`src/rtl/ib_bm_pkg.sv`:
```
// Shared types and field widths for the bus-master request arbiter.
// Optional per-channel grant statistics are enabled by IB_BM_ARBITER_STATS_EN.
package ib_bm_pkg;

  localparam int unsigned GADDR_W   = 64;
  localparam int unsigned LADDR_W   = 32;
  localparam int unsigned LEN_W     = 12;
  localparam int unsigned TYPE_W    = 2;
  // Widest upstream tag ({channel, channel tag}) the request struct can carry.
  localparam int unsigned TAG_MAX_W = 16;
  // Outstanding counters must hold MAX_OUTSTANDING up to 15.
  localparam int unsigned CNT_W     = 4;
  localparam int unsigned STAT_W    = 32;

  typedef enum logic [TYPE_W-1:0] {
    BmL2g = 2'd0,
    BmG2l = 2'd1
  } bm_type_e;

  typedef struct packed {
    logic [GADDR_W-1:0]   gaddr;
    logic [LADDR_W-1:0]   laddr;
    logic [LEN_W-1:0]     len;
    logic [TYPE_W-1:0]    xfer_type;
    logic [TAG_MAX_W-1:0] tag;
  } bm_req_t;

  typedef enum logic [0:0] {
    StIdle,
    StIssue
  } arb_state_e;

endpackage

```
`src/rtl/ib_bm_arbiter_if.sv`:
```
// Endpoint bus-master port: one request channel plus the completion return path.
interface ib_bm_arbiter_if
  import ib_bm_pkg::*;
#(
  parameter int unsigned TAG_WIDTH = 5,
  parameter int unsigned CH_BITS   = 2
);

  logic                         bm_req;
  logic                         bm_ack;
  logic [GADDR_W-1:0]           bm_gaddr;
  logic [LADDR_W-1:0]           bm_laddr;
  logic [LEN_W-1:0]             bm_len;
  logic [TYPE_W-1:0]            bm_type;
  logic [TAG_WIDTH+CH_BITS-1:0] bm_tag;
  logic                         bm_op_done;
  logic [TAG_WIDTH+CH_BITS-1:0] bm_op_tag;

  modport master (
    output bm_req, bm_gaddr, bm_laddr, bm_len, bm_type, bm_tag,
    input  bm_ack, bm_op_done, bm_op_tag
  );

  modport slave (
    input  bm_req, bm_gaddr, bm_laddr, bm_len, bm_type, bm_tag,
    output bm_ack, bm_op_done, bm_op_tag
  );

endinterface

```
`src/rtl/ib_bm_rr_arbiter.sv`:
```
// Round-robin one-hot selector: the search starts at ptr_i and wraps to channel 0.
module ib_bm_rr_arbiter #(
  parameter int unsigned CHANNELS = 4,
  parameter int unsigned CH_BITS  = $clog2(CHANNELS)
) (
  input  logic [CHANNELS-1:0] req_i,
  input  logic [CH_BITS-1:0]  ptr_i,
  input  logic                en_i,
  output logic [CHANNELS-1:0] grant_o,
  output logic [CH_BITS-1:0]  idx_o,
  output logic                valid_o
);

  int unsigned cand;

  always_comb begin
    grant_o = '0;
    idx_o   = '0;
    valid_o = 1'b0;
    cand    = 0;
    for (int unsigned k = 0; k < CHANNELS; k++) begin
      cand = 32'(ptr_i) + k;
      if (cand >= CHANNELS) begin
        cand = cand - CHANNELS;
      end
      if (en_i && !valid_o && req_i[cand]) begin
        valid_o       = 1'b1;
        grant_o[cand] = 1'b1;
        idx_o         = CH_BITS'(cand);
      end
    end
  end

endmodule

```
`src/rtl/ib_bm_arbiter.sv`:
```
// Multiplexes per-channel bus-master requests onto one endpoint port with per-channel
// outstanding limits. Define IB_BM_ARBITER_STATS_EN to add per-channel grant counters.
module ib_bm_arbiter
  import ib_bm_pkg::*;
#(
  parameter int unsigned CHANNELS        = 4,
  parameter int unsigned TAG_WIDTH       = 5,
  parameter int unsigned MAX_OUTSTANDING = 4
) (
  input  logic                          clk,
  input  logic                          rst_n,
  input  logic [CHANNELS-1:0]           ch_req,
  input  logic [CHANNELS*GADDR_W-1:0]   ch_gaddr,
  input  logic [CHANNELS*LADDR_W-1:0]   ch_laddr,
  input  logic [CHANNELS*LEN_W-1:0]     ch_len,
  input  logic [CHANNELS*TYPE_W-1:0]    ch_type,
  input  logic [CHANNELS*TAG_WIDTH-1:0] ch_tag,
  output logic [CHANNELS-1:0]           ch_ack,
  output logic [CHANNELS-1:0]           ch_op_done,
  output logic [TAG_WIDTH-1:0]          ch_op_tag,
  output logic                          err_underflow,
`ifdef IB_BM_ARBITER_STATS_EN
  output logic [CHANNELS*STAT_W-1:0]    stat_grants,
`endif
  ib_bm_arbiter_if.master               bm
);

  localparam int unsigned CH_BITS  = $clog2(CHANNELS);
  localparam int unsigned BM_TAG_W = TAG_WIDTH + CH_BITS;

  arb_state_e           state_q, state_d;
  logic [CH_BITS-1:0]   rr_ptr_q, rr_ptr_d;
  logic [CNT_W-1:0]     cnt_q [CHANNELS];
  logic [CNT_W-1:0]     cnt_d [CHANNELS];
  bm_req_t              req_q, req_d;
  logic                 bm_req_q, bm_req_d;
  logic [CHANNELS-1:0]  op_done_q, op_done_d;
  logic [TAG_WIDTH-1:0] op_tag_q, op_tag_d;
  logic                 err_q, err_d;

  logic [CHANNELS-1:0]  eligible;
  logic [CHANNELS-1:0]  grant;
  logic [CH_BITS-1:0]   gidx;
  logic                 gvalid;
  logic                 arb_en;

  logic [CH_BITS-1:0]   op_ch;
  logic                 op_in_range;
  logic                 dec_valid;

  always_comb begin
    eligible = '0;
    for (int unsigned i = 0; i < CHANNELS; i++) begin
      eligible[i] = ch_req[i] && (cnt_q[i] < CNT_W'(MAX_OUTSTANDING));
    end
  end

  // Gating with rst_n keeps ch_ack low while reset is held, not just after it.
  assign arb_en = (state_q == StIdle) && rst_n;

  ib_bm_rr_arbiter #(
    .CHANNELS (CHANNELS),
    .CH_BITS  (CH_BITS)
  ) u_rr (
    .req_i   (eligible),
    .ptr_i   (rr_ptr_q),
    .en_i    (arb_en),
    .grant_o (grant),
    .idx_o   (gidx),
    .valid_o (gvalid)
  );

  assign ch_ack = grant;

  assign op_ch       = bm.bm_op_tag[BM_TAG_W-1 -: CH_BITS];
  assign op_in_range = 32'(op_ch) < CHANNELS;
  assign dec_valid   = bm.bm_op_done && op_in_range && (cnt_q[op_ch] != '0);

  always_comb begin
    state_d   = state_q;
    rr_ptr_d  = rr_ptr_q;
    req_d     = req_q;
    bm_req_d  = bm_req_q;
    cnt_d     = cnt_q;
    op_done_d = '0;
    op_tag_d  = op_tag_q;
    err_d     = err_q;

    unique case (state_q)
      StIdle: begin
        if (gvalid) begin
          state_d         = StIssue;
          bm_req_d        = 1'b1;
          req_d.gaddr     = ch_gaddr[gidx*GADDR_W +: GADDR_W];
          req_d.laddr     = ch_laddr[gidx*LADDR_W +: LADDR_W];
          req_d.len       = ch_len[gidx*LEN_W +: LEN_W];
          req_d.xfer_type = ch_type[gidx*TYPE_W +: TYPE_W];
          req_d.tag       = TAG_MAX_W'({gidx, ch_tag[gidx*TAG_WIDTH +: TAG_WIDTH]});
          cnt_d[gidx]     = cnt_q[gidx] + CNT_W'(1);
          rr_ptr_d        = (32'(gidx) == CHANNELS - 1) ? '0 : gidx + CH_BITS'(1);
        end
      end
      StIssue: begin
        if (bm.bm_ack) begin
          state_d  = StIdle;
          bm_req_d = 1'b0;
        end
      end
      default: state_d = StIdle;
    endcase

    // Applied after the grant increment so a same-edge grant and completion cancel out.
    if (bm.bm_op_done) begin
      if (dec_valid) begin
        cnt_d[op_ch]     = cnt_d[op_ch] - CNT_W'(1);
        op_done_d[op_ch] = 1'b1;
        op_tag_d         = bm.bm_op_tag[TAG_WIDTH-1:0];
      end else begin
        err_d = 1'b1;
      end
    end
  end

  always_ff @(posedge clk or negedge rst_n) begin
    if (!rst_n) begin
      state_q   <= StIdle;
      rr_ptr_q  <= '0;
      req_q     <= '0;
      bm_req_q  <= 1'b0;
      op_done_q <= '0;
      op_tag_q  <= '0;
      err_q     <= 1'b0;
      for (int unsigned i = 0; i < CHANNELS; i++) begin
        cnt_q[i] <= '0;
      end
    end else begin
      state_q   <= state_d;
      rr_ptr_q  <= rr_ptr_d;
      req_q     <= req_d;
      bm_req_q  <= bm_req_d;
      op_done_q <= op_done_d;
      op_tag_q  <= op_tag_d;
      err_q     <= err_d;
      cnt_q     <= cnt_d;
    end
  end

  assign bm.bm_req   = bm_req_q;
  assign bm.bm_gaddr = req_q.gaddr;
  assign bm.bm_laddr = req_q.laddr;
  assign bm.bm_len   = req_q.len;
  assign bm.bm_type  = req_q.xfer_type;
  assign bm.bm_tag   = req_q.tag[BM_TAG_W-1:0];

  generate
    if (BM_TAG_W < TAG_MAX_W) begin : g_tag_spare
      logic unused_tag_bits;
      assign unused_tag_bits = ^req_q.tag[TAG_MAX_W-1:BM_TAG_W];
    end
  endgenerate

  assign ch_op_done    = op_done_q;
  assign ch_op_tag     = op_tag_q;
  assign err_underflow = err_q;

`ifdef IB_BM_ARBITER_STATS_EN
  logic [STAT_W-1:0] stat_q [CHANNELS];

  always_ff @(posedge clk or negedge rst_n) begin
    if (!rst_n) begin
      for (int unsigned i = 0; i < CHANNELS; i++) begin
        stat_q[i] <= '0;
      end
    end else if (gvalid && (stat_q[gidx] != '1)) begin
      stat_q[gidx] <= stat_q[gidx] + STAT_W'(1);
    end
  end

  for (genvar gi = 0; gi < CHANNELS; gi++) begin : g_stat
    assign stat_grants[gi*STAT_W +: STAT_W] = stat_q[gi];
  end
`endif

endmodule
```
`src/flat_wrapper.sv`:
```
// flat-port wrapper written by rule: the top's interface ports become plain ports
module ib_bm_arbiter_flat import ib_bm_pkg::*;
#(
  parameter int unsigned CHANNELS        = 4,
  parameter int unsigned TAG_WIDTH       = 5,
  parameter int unsigned MAX_OUTSTANDING = 4
)
  (clk, rst_n, ch_req, ch_gaddr, ch_laddr, ch_len, ch_type, ch_tag, ch_ack, ch_op_done, ch_op_tag, err_underflow, bm_bm_req, bm_bm_gaddr, bm_bm_laddr, bm_bm_len, bm_bm_type, bm_bm_tag, bm_bm_ack, bm_bm_op_done, bm_bm_op_tag);
  ib_bm_arbiter_if #(.TAG_WIDTH(TAG_WIDTH)) bm_i ();
  input  logic clk;
  input  logic rst_n;
  input  logic [CHANNELS-1:0] ch_req;
  input  logic [CHANNELS*GADDR_W-1:0] ch_gaddr;
  input  logic [CHANNELS*LADDR_W-1:0] ch_laddr;
  input  logic [CHANNELS*LEN_W-1:0] ch_len;
  input  logic [CHANNELS*TYPE_W-1:0] ch_type;
  input  logic [CHANNELS*TAG_WIDTH-1:0] ch_tag;
  output logic [CHANNELS-1:0] ch_ack;
  output logic [CHANNELS-1:0] ch_op_done;
  output logic [TAG_WIDTH-1:0] ch_op_tag;
  output logic err_underflow;
  output wire logic [$bits(bm_i.bm_req)-1:0] bm_bm_req;
  output wire logic [$bits(bm_i.bm_gaddr)-1:0] bm_bm_gaddr;
  output wire logic [$bits(bm_i.bm_laddr)-1:0] bm_bm_laddr;
  output wire logic [$bits(bm_i.bm_len)-1:0] bm_bm_len;
  output wire logic [$bits(bm_i.bm_type)-1:0] bm_bm_type;
  output wire logic [$bits(bm_i.bm_tag)-1:0] bm_bm_tag;
  input wire logic [$bits(bm_i.bm_ack)-1:0] bm_bm_ack;
  input wire logic [$bits(bm_i.bm_op_done)-1:0] bm_bm_op_done;
  input wire logic [$bits(bm_i.bm_op_tag)-1:0] bm_bm_op_tag;
  assign bm_bm_req = bm_i.bm_req;
  assign bm_bm_gaddr = bm_i.bm_gaddr;
  assign bm_bm_laddr = bm_i.bm_laddr;
  assign bm_bm_len = bm_i.bm_len;
  assign bm_bm_type = bm_i.bm_type;
  assign bm_bm_tag = bm_i.bm_tag;
  assign bm_i.bm_ack = bm_bm_ack;
  assign bm_i.bm_op_done = bm_bm_op_done;
  assign bm_i.bm_op_tag = bm_bm_op_tag;
  ib_bm_arbiter #(.CHANNELS(CHANNELS), .TAG_WIDTH(TAG_WIDTH), .MAX_OUTSTANDING(MAX_OUTSTANDING)) u_core (.clk(clk), .rst_n(rst_n), .ch_req(ch_req), .ch_gaddr(ch_gaddr), .ch_laddr(ch_laddr), .ch_len(ch_len), .ch_type(ch_type), .ch_tag(ch_tag), .ch_ack(ch_ack), .ch_op_done(ch_op_done), .ch_op_tag(ch_op_tag), .err_underflow(err_underflow), .bm(bm_i));
endmodule
```
`config.mk`:
```
export PLATFORM = sky130hd
export DESIGN_NAME = ib_bm_arbiter_flat
export DESIGN_NICKNAME = d
export VERILOG_FILES = /design/src/rtl/ib_bm_pkg.sv /design/src/rtl/ib_bm_arbiter_if.sv /design/src/rtl/ib_bm_rr_arbiter.sv /design/src/rtl/ib_bm_arbiter.sv /design/src/flat_wrapper.sv
export SDC_FILE = /design/constraint.sdc
export NUM_CORES = 1
export LEC_CHECK = 0
export CAP_MARGIN = 20
export CORE_AREA = 2 2 237 239
export DETAILED_ROUTE_END_ITERATION = 8
export DIE_AREA = 0 0 239 241
export GPL_ROUTABILITY_DRIVEN = 1
export PLACE_DENSITY = 0.55
export SLEW_MARGIN = 20
export SYNTH_ARGS = -nofsm -noshare
export SYNTH_HDL_FRONTEND = slang
export SYNTH_HIERARCHICAL = 1
export SYNTH_SLANG_ARGS = --single-unit
```
`constraint.sdc`:
```
create_clock -name clk -period 12.41 [get_ports clk]
set_input_delay 2.482 -clock clk [delete_from_list [all_inputs] [get_ports clk]]
set_output_delay 2.482 -clock clk [all_outputs]
set_load 0.05 [all_outputs]
```
==> results of run 1 <==
synthesized netlist by cell type (all sizes together) (3+ instances only):
cell type / n
mux2: 11
ha: 14
buf: 24
a21o: 4
mux4: 125
dfrtp: 147
clkbuf: 37
inv: 17
nand2b: 6
nand3: 5
xnor2: 5
a221o: 4
xor2: 6
nor2: 11
a211o: 3
a21oi: 14
nor2b: 4
nor4: 4
nand3b: 6
o21ai: 17
nor3b: 8
o211ai: 3
and3: 6
nand2: 372
registers in the layout, summed over array words and instances (netlist names), 2 cells and up:
| name | flops |
|---|---|
| u_core/bm.bm_gaddr | 64 |
| u_core/bm.bm_laddr | 32 |
| u_core/bm.bm_len | 12 |
| u_core/bm.bm_tag | 7 |
| u_core/bm.bm_type | 2 |
| u_core/ch_op_done | 4 |
| u_core/ch_op_tag | 5 |
| u_core/cnt_q | 16 |
| u_core/rr_ptr_q | 2 |
how the worst max path moves through the flow:
stage	startpoint	endpoint	slack (ns)	cells after the start
after floorplan	ch_req[3]	u_core/cnt_q[14]	5.57	18
after global placement	ch_req[2]	ch_ack[3]	4.61	7
after detailed placement	ch_req[2]	ch_ack[3]	4.48	7
after CTS	ch_req[2]	ch_ack[3]	4.47	7
after global routing	ch_req[2]	ch_ack[3]	4.29	7
final	ch_req[2]	ch_ack[3]	4.44	7
worst reg2reg max path, stage by stage (launching register included):
cell and delay, ns:
dfrtp_1 0.66, inv_1 0.20, ha_1 0.47, mux4_2 0.64, nor2b_1 0.20, o21ai_0 0.17, a21oi_4 0.23, buf_12 0.47
mux4_2 0.65, ha_1 0.36, mux2_1 0.33, mux4_2 0.57, inv_1 0.09, ha_1 0.23, nand3_1 0.11, xnor2_1 0.16
metal layers:
layer | vias up | share of wire, % | track usage, %
li1 | 4282 | - | -
met3 | 52 | 7.8 | 5.021
met1 | 4627 | 39 | 17.01
met5 | - | 0.089 | 0
met2 | 399 | 51 | 25.03
met4 | 6 | 1.8 | 5.152
final cells by class:
type	instances	share of cell area, %
clock buffer	19	2.626
timing repair buffer	615	36.45
antenna	3	0.04451
clock inverter	13	0.7419
sequential	147	21.81
tap	704	5.223
inverter	17	0.3784
multi-input combinational	654	32.73
kinds of logic (layout without fill, tap and decap cells):
logic type                 after synthesis  count (layout)
AOI/OAI and AO/OA                       62              62
and+or+nand+nor                        431             431
DFF                                    147             147
adders and majority gates               14              14
muxes                                  136             136
other                                    0               3
xor gates and xnor gates                11              11
buffers and inverters                   78             664
stage by stage:
step / cells / setup slack [ns] / area, sq um
after global routing: 2171 / 4.287 / 16860
after floorplan: 879 / 5.571 / 9507
after CTS: 2169 / 4.471 / 16860
after global placement: 2137 / 4.613 / 16290
after detailed placement: 2137 / 4.484 / 16290
final: 2172 / 4.439 / 16860
report_power, final:
part	total (mW)	leakage, nW	switching [mW]	internal [mW]
clock network	0.516	0.275	0.233	0.283
logic	2.87	4.72	1.72	1.15
registers	0.875	1.81	0.166	0.709
==> metrics.md, run 1 <==
| Metric | Value |
|---|---|
| Share of the synthesized area in the top cell type | `38.69%` |
| Critical path class | `in2out` |
| Leakage Power | `6.812 nW` |
| R2R Setup Slk | `6.76 ns` |
| Most common cell after layout, fill and taps aside | `clkdlybuf4s50_1` |
| First-pass GRT wire length | `61.86 mm` |
| Max_slew headroom | `38.81%` |
| Largest net degree at the start of global routing | `89` |
| Worst Hold Path EP | `u_core/err_underflow` |
| Final Power | `4.266 mW` |
| Pwr Density | `252.9 mW/mm^2` |
| R2r startpoint | `u_core/rr_ptr_q[0]` |
| 1st-pass router iterations | `5` |
| DP Wirelength | `34.22 mm` |
| Setup violators final | `0` |
| Worst reg-to-reg path cell count | `15` |
| CORE AREA | `0.05488 sq mm` |
| Die area | `0.05760 sq mm` |
| Synth Area in Adders | `1.843%` |
| Cell at the slowest stage of the critical path | `clkdlybuf4s50_1` |
| Critical Path AT | `5.49 ns` |
| Vias per cell | `4.312` |
| Crit path max-delay family | `buffers and inverters` |
| Max Fclk | `125.5 MHz` |
| Area leader, netlist | `dfrtp_1` |
| Hold depth | `1` |
| Initial Util | `17.32%` |
| Reg-to-Reg End | `u_core/cnt_q[2]` |
| Clock buffer count from CTS | `17` |
| Top post-synthesis cells by area | `dfrtp_1 39%, mux4_2 29%, nand2_1 15%, ha_1 1.8%, clkbuf_1 1.5%` |
| Commonest cells after routing, fill and taps aside | `605 x clkdlybuf4s50_1, 371 x nand2_1, 147 x dfrtp_1, 124 x mux4_2` |
| Post-cts resize count | `0` |
| Layout cells sized above 1 | `13.11%` |
| CP Buf/Inv Count | `2` |
| CTS tree | `yes` |
| Vias in the first global route | `10010` |
| Drt drc | `0` |
| Routed WL | `42.77 mm` |
| Cells after Synth | `879` |
| Compound-gate portion of the synthesized area | `4.909%` |
| Final nets | `1941` |
| Worst Path Required | `9.93 ns` |
| Max cap viols | `0` |
| Clk sink count | `147` |
| GP Congestion | `0.9012` |
| CP Cell Sequence | `clkdlybuf4s50_1, nor3b_1, mux4_2, nor2_2, and3_4, a221o_1, clkdlybuf4s50_1` |
| Cts hold-fix bufs | `0` |
| Multi-input combinational cell area | `0.005519 sq mm` |
| Mux cell area share after synthesis | `30.99%` |
| CTS Buffer Depth | `2` |
| Initial antenna violation count | `10` |
| Crit-path most repeated cell | `clkdlybuf4s50_1` |
| Hold Violations, Final | `0` |
| Status | `finished clean` |
| Ys Warns | `6` |
| Seq cells post-synth | `147` |
| Synth Area in Simple Gates | `18.85%` |
| Worst skew pair latency | `0.47 ns` |
| DRT iter0 DRCs | `502` |
| GRT Util Overall | `14.63%` |
| Maximum resistive drop on vdd | `0.0001386 V` |
| Synth Area in XOR/XNOR | `1.092%` |
| Post-synthesis sequential area ratio | `38.69%` |
| Number of synthesized flops with an enable pin | `0` |
| IO Pins | `607` |
| Layout area overhead | `77.40%` |
| Hold Crit Class | `reg2reg` |
| Clk slew on worst S/H paths | `0.07 ns` |
| Die width | `239 um` |
| Synthesized Nets | `1368` |
| Hold_sp | `u_core/err_underflow` |
| Clock Skew | `0.01284 ns` |
| Routed wire per std cell | `19.69 um` |
| Mapped Area | `0.009507 sq mm` |
| Final period utilization | `64.23%` |
| Setup TNS | `0 ns` |
| Min Tclk post-route | `7.971 ns` |
| Die height | `241 um` |
| Global route overflow | `0` |
| CP peak stage delay | `0.75 ns` |
| Synthesized area per cell | `10.82 sq um` |
| Port buffer count | `606` |
| Post-CTS Setup Inserts | `0` |
| Ys flop type | `dfrtp_1` |
| Seq. cell area | `0.003679 sq mm` |
| Fin util | `30.73%` |
| Worst-Margin Slew | `0.9178 ns` |
| RSZ-0062 raised after global routing | `no` |
| Synth cell types | `52` |
| Async SR Flop Fraction | `100.0%` |
| Min Hold Slack | `0.4669 ns` |
| Vias | `9366` |
| Rows | `86` |
| CTS root buf | `clkbuf_16` |
| H-tree depth | `4` |
| Post-DRT Antenna Nets | `0` |
| Layout fillers | `5632` |
| Largest family of logic cells by synthesized area | `multiplexers` |
| Final Slew Violations | `0` |
| Crit start category | `input port` |
| Crit. End Element | `primary output` |
| Worst Path Max Fanout | `11` |
No activity file was read; power rests on OpenSTA's default activity.
==> inputs of run 2 (changes only) <==
Settings changed: CORE_AREA 2 2 237 239 to 2 2 235 237, DIE_AREA 0 0 239 241 to 0 0 237 239, PLACE_DENSITY 0.55 to 0.57.
Clock period 12.41 ns to 6.79 ns, I/O delays scaled along.
==> run 2 against run 1 <==
- routed wire length rose by 2.0%
- non-clock buffer count rose by 5
- power rose by 84%
- clock skew fell by 0.0034 ns
- clock-buffer cell count did not move
- setup slack got worse by 3.3 ns
- register-to-register slack got worse by 5.1 ns
- critical path depth did not move
- sequential share of layout area fell by 0.052 points
- highest routed layer unchanged
- die area fell by 1.7%
- largest cell class unchanged
- design area rose by 0.24%
==> metrics.md, run 2 (same netlist as run 1, synthesis figures left out) <==
| Metric | Value |
|---|---|
| GP Congestion | `0.9212 (was 0.9012)` |
| Worst Path Required | `5.43 ns (was 9.93 ns)` |
| Global route overflow | `0 (unchanged)` |
| H-tree depth | `4 (unchanged)` |
| RSZ-0062 raised after global routing | `no (unchanged)` |
| IO Pins | `607 (unchanged)` |
| Post-cts resize count | `0 (unchanged)` |
| Status | `finished clean (unchanged)` |
| Worst Hold Path EP | `u_core/err_underflow (unchanged)` |
| Port buffer count | `606 (unchanged)` |
| Final period utilization | `82.76%` |
| Min Tclk post-route | `5.619 ns` |
| Worst skew pair latency | `0.47 ns (about the same)` |
| Die height | `239 um (was 241 um)` |
| Post-DRT Antenna Nets | `0 (unchanged)` |
| Clock buffer count from CTS | `17 (unchanged)` |
| Hold depth | `1 (unchanged)` |
| Die area | `0.05664 sq mm (was 0.05760 sq mm)` |
| Final Power | `7.848 mW (was 4.266 mW)` |
| Clock Skew | `0.009476 ns (was 0.01284 ns)` |
| Commonest cells after routing, fill and taps aside | `605 x clkdlybuf4s50_1, 371 x nand2_1, 147 x dfrtp_1, 124 x mux4_2 (unchanged)` |
| Final WS setup | `1.171 ns (was 4.439 ns)` |
| Max_slew headroom | `35.72% (was 38.81%)` |
| Drt drc | `0 (unchanged)` |
| R2R Setup Slk | `1.66 ns (was 6.76 ns)` |
| Crit start category | `input port (unchanged)` |
| CP peak stage delay | `0.70 ns (was 0.75 ns)` |
| Reg-to-Reg End | `u_core/cnt_q[10] (was u_core/cnt_q[2])` |
| GRT Util Overall | `15.25% (was 14.63%)` |
| Worst-Margin Slew | `0.9641 ns (was 0.9178 ns)` |
| Hold Violations, Final | `0 (unchanged)` |
| Initial antenna violation count | `4 (was 10)` |
| Max reg flops | `64 (unchanged)` |
| Routed WL | `43.61 mm (was 42.77 mm)` |
| CTS Buffer Depth | `2 (unchanged)` |
| Cell Count, Final, Fillers Out | `2174 (was 2172)` |
| CP Cell Sequence | `clkdlybuf4s50_1, nor3b_1, mux4_2, nor2_2, and3_4, a221o_1, clkdlybuf4s50_1 (unchanged)` |
| Maximum resistive drop on vdd | `0.0002630 V (was 0.0001386 V)` |
| Largest net degree at the start of global routing | `118 (was 89)` |
| Most common cell after layout, fill and taps aside | `clkdlybuf4s50_1 (unchanged)` |
| Leakage Power | `6.829 nW (was 6.812 nW)` |
| Pwr Density | `464.2 mW/mm^2 (was 252.9 mW/mm^2)` |
| Routed wire per std cell | `20.06 um (was 19.69 um)` |
| Cell at the slowest stage of the critical path | `clkdlybuf4s50_1 (unchanged)` |
| Final Slew Violations | `0 (unchanged)` |
| Vias in the first global route | `10040 (was 10010)` |
| Vias | `9324 (was 9366)` |
| Inst Count DP | `2142 (was 2137)` |
| Final nets | `1946 (was 1941)` |
| Rows | `86 (unchanged)` |
| Crit-path most repeated cell | `clkdlybuf4s50_1 (unchanged)` |
| Cts hold-fix bufs | `0 (unchanged)` |
| Setup violators final | `0 (unchanged)` |
| First-pass GRT wire length | `63.54 mm (was 61.86 mm)` |
| CTS root buf | `clkbuf_16 (unchanged)` |
| Hold Crit Class | `reg2reg (unchanged)` |
| Max cap viols | `0 (unchanged)` |
| 1st-pass router iterations | `5 (unchanged)` |
| Layout cells sized above 1 | `13.28% (was 13.11%)` |
| Vias per cell | `4.289 (was 4.312)` |
| Layout area overhead | `77.82% (was 77.40%)` |
| Setup TNS | `0 ns (unchanged)` |
| Hold_sp | `u_core/err_underflow (unchanged)` |
| Clk sink count | `147 (unchanged)` |
| Max Fclk | `178.0 MHz` |
| Post-CTS Setup Inserts | `0 (unchanged)` |
| Worst reg-to-reg path cell count | `14 (was 15)` |
| DP Wirelength | `34.98 mm (was 34.22 mm)` |
| DRT iter0 DRCs | `552 (was 502)` |
| Die width | `237 um (was 239 um)` |
| Worst Path Max Fanout | `11 (unchanged)` |
| R2r startpoint | `u_core/rr_ptr_q[0] (unchanged)` |
| Crit. End Element | `primary output (unchanged)` |
| Initial Util | `17.49% (was 17.32%)` |
| CTS tree | `yes (unchanged)` |
| DP Worst Slack | `0.8334 ns (was 4.484 ns)` |
| Clk slew on worst S/H paths | `0.06 ns (was 0.07 ns)` |
| CORE AREA | `0.05434 sq mm (was 0.05488 sq mm)` |
| Critical path class | `in2out (unchanged)` |
| Critical Path AT | `4.26 ns (was 5.49 ns)` |
## run 2: changes by cell type in the layout (fill, tap and decap cells not counted), sizes merged
| cell | change |
|---|---|
| bufinv | +1 |
| clkinv | -3 |
| inv | -2 |
| diode | -1 |
| buf | +5 |
| clkinvlp | +2 |
## run 2: how the worst max path moves through the flow
stage / cells past startpoint / to / slack (ns) / start
after detailed placement: 14 / u_core/cnt_q[10] / 0.83 / ch_req[2]
after CTS: 7 / ch_ack[1] / 1.22 / ch_req[2]
after floorplan: 18 / u_core/cnt_q[14] / 1.07 / ch_req[3]
after global routing: 14 / u_core/cnt_q[2] / 1.02 / ch_req[3]
after global placement: 14 / u_core/cnt_q[10] / 0.98 / ch_req[3]
final: 7 / ch_ack[0] / 1.17 / ch_req[2]
## run 2: critical path: cells and delay by family
| kind | cells | cell delay (ns) |
|---|---|---|
| buffers and inverters | 2 | 1.17 |
| and+or+nand+nor | 3 | 0.85 |
| muxes | 1 | 0.52 |
| AOI/OAI and AO/OA | 1 | 0.35 |
## run 2: layer usage
| layer | routed length [um] | vias to the layer above | part of all wire [%] | track usage, % |
|---|---|---|---|---|
| met2 | 22770 | 380 | 52 | 27.03 |
| met1 | 17230 | 4625 | 40 | 18.06 |
| met4 | 531 | 2 | 1.2 | 3.740 |
| met3 | 3068 | 36 | 7.0 | 4.469 |
| li1 | - | 4281 | - | - |
| met5 | 14 | - | 0.032 | 0 |
## run 2: area by class of cell
cell class              count  area, sq um
multi-input cells         654         5519
inverters                  17        63.81
clock buffers              19        442.9
repair buffers            620         6185
flip-flops and latches    147         3679
fillers                  5577        37430
diodes                      2        5.005
well taps                 704        880.8
clock inverters            11        130.1
## run 2: power breakdown
part	internal (mW)	switching, mW	leakage [nW]
clock	0.547	0.406	0.268
combinational	2.13	3.16	4.75
sequential	1.30	0.311	1.81
## run 2: through the flow
| stage | hold slack, ns | utilization [%] | area, sq um |
|---|---|---|---|
| 2_1_floorplan | 0.5607 | - | 9507 |
| 3_3_place_gp | 0.4378 | 30.05 | 16330 |
| 3_5_place_dp | 0.4468 | 30.05 | 16330 |
| 4_1_cts | 0.4602 | 31.10 | 16900 |
| 5_1_grt | 0.4805 | 31.10 | 16900 |
| 6_report | 0.4543 | 31.11 | 16910 |
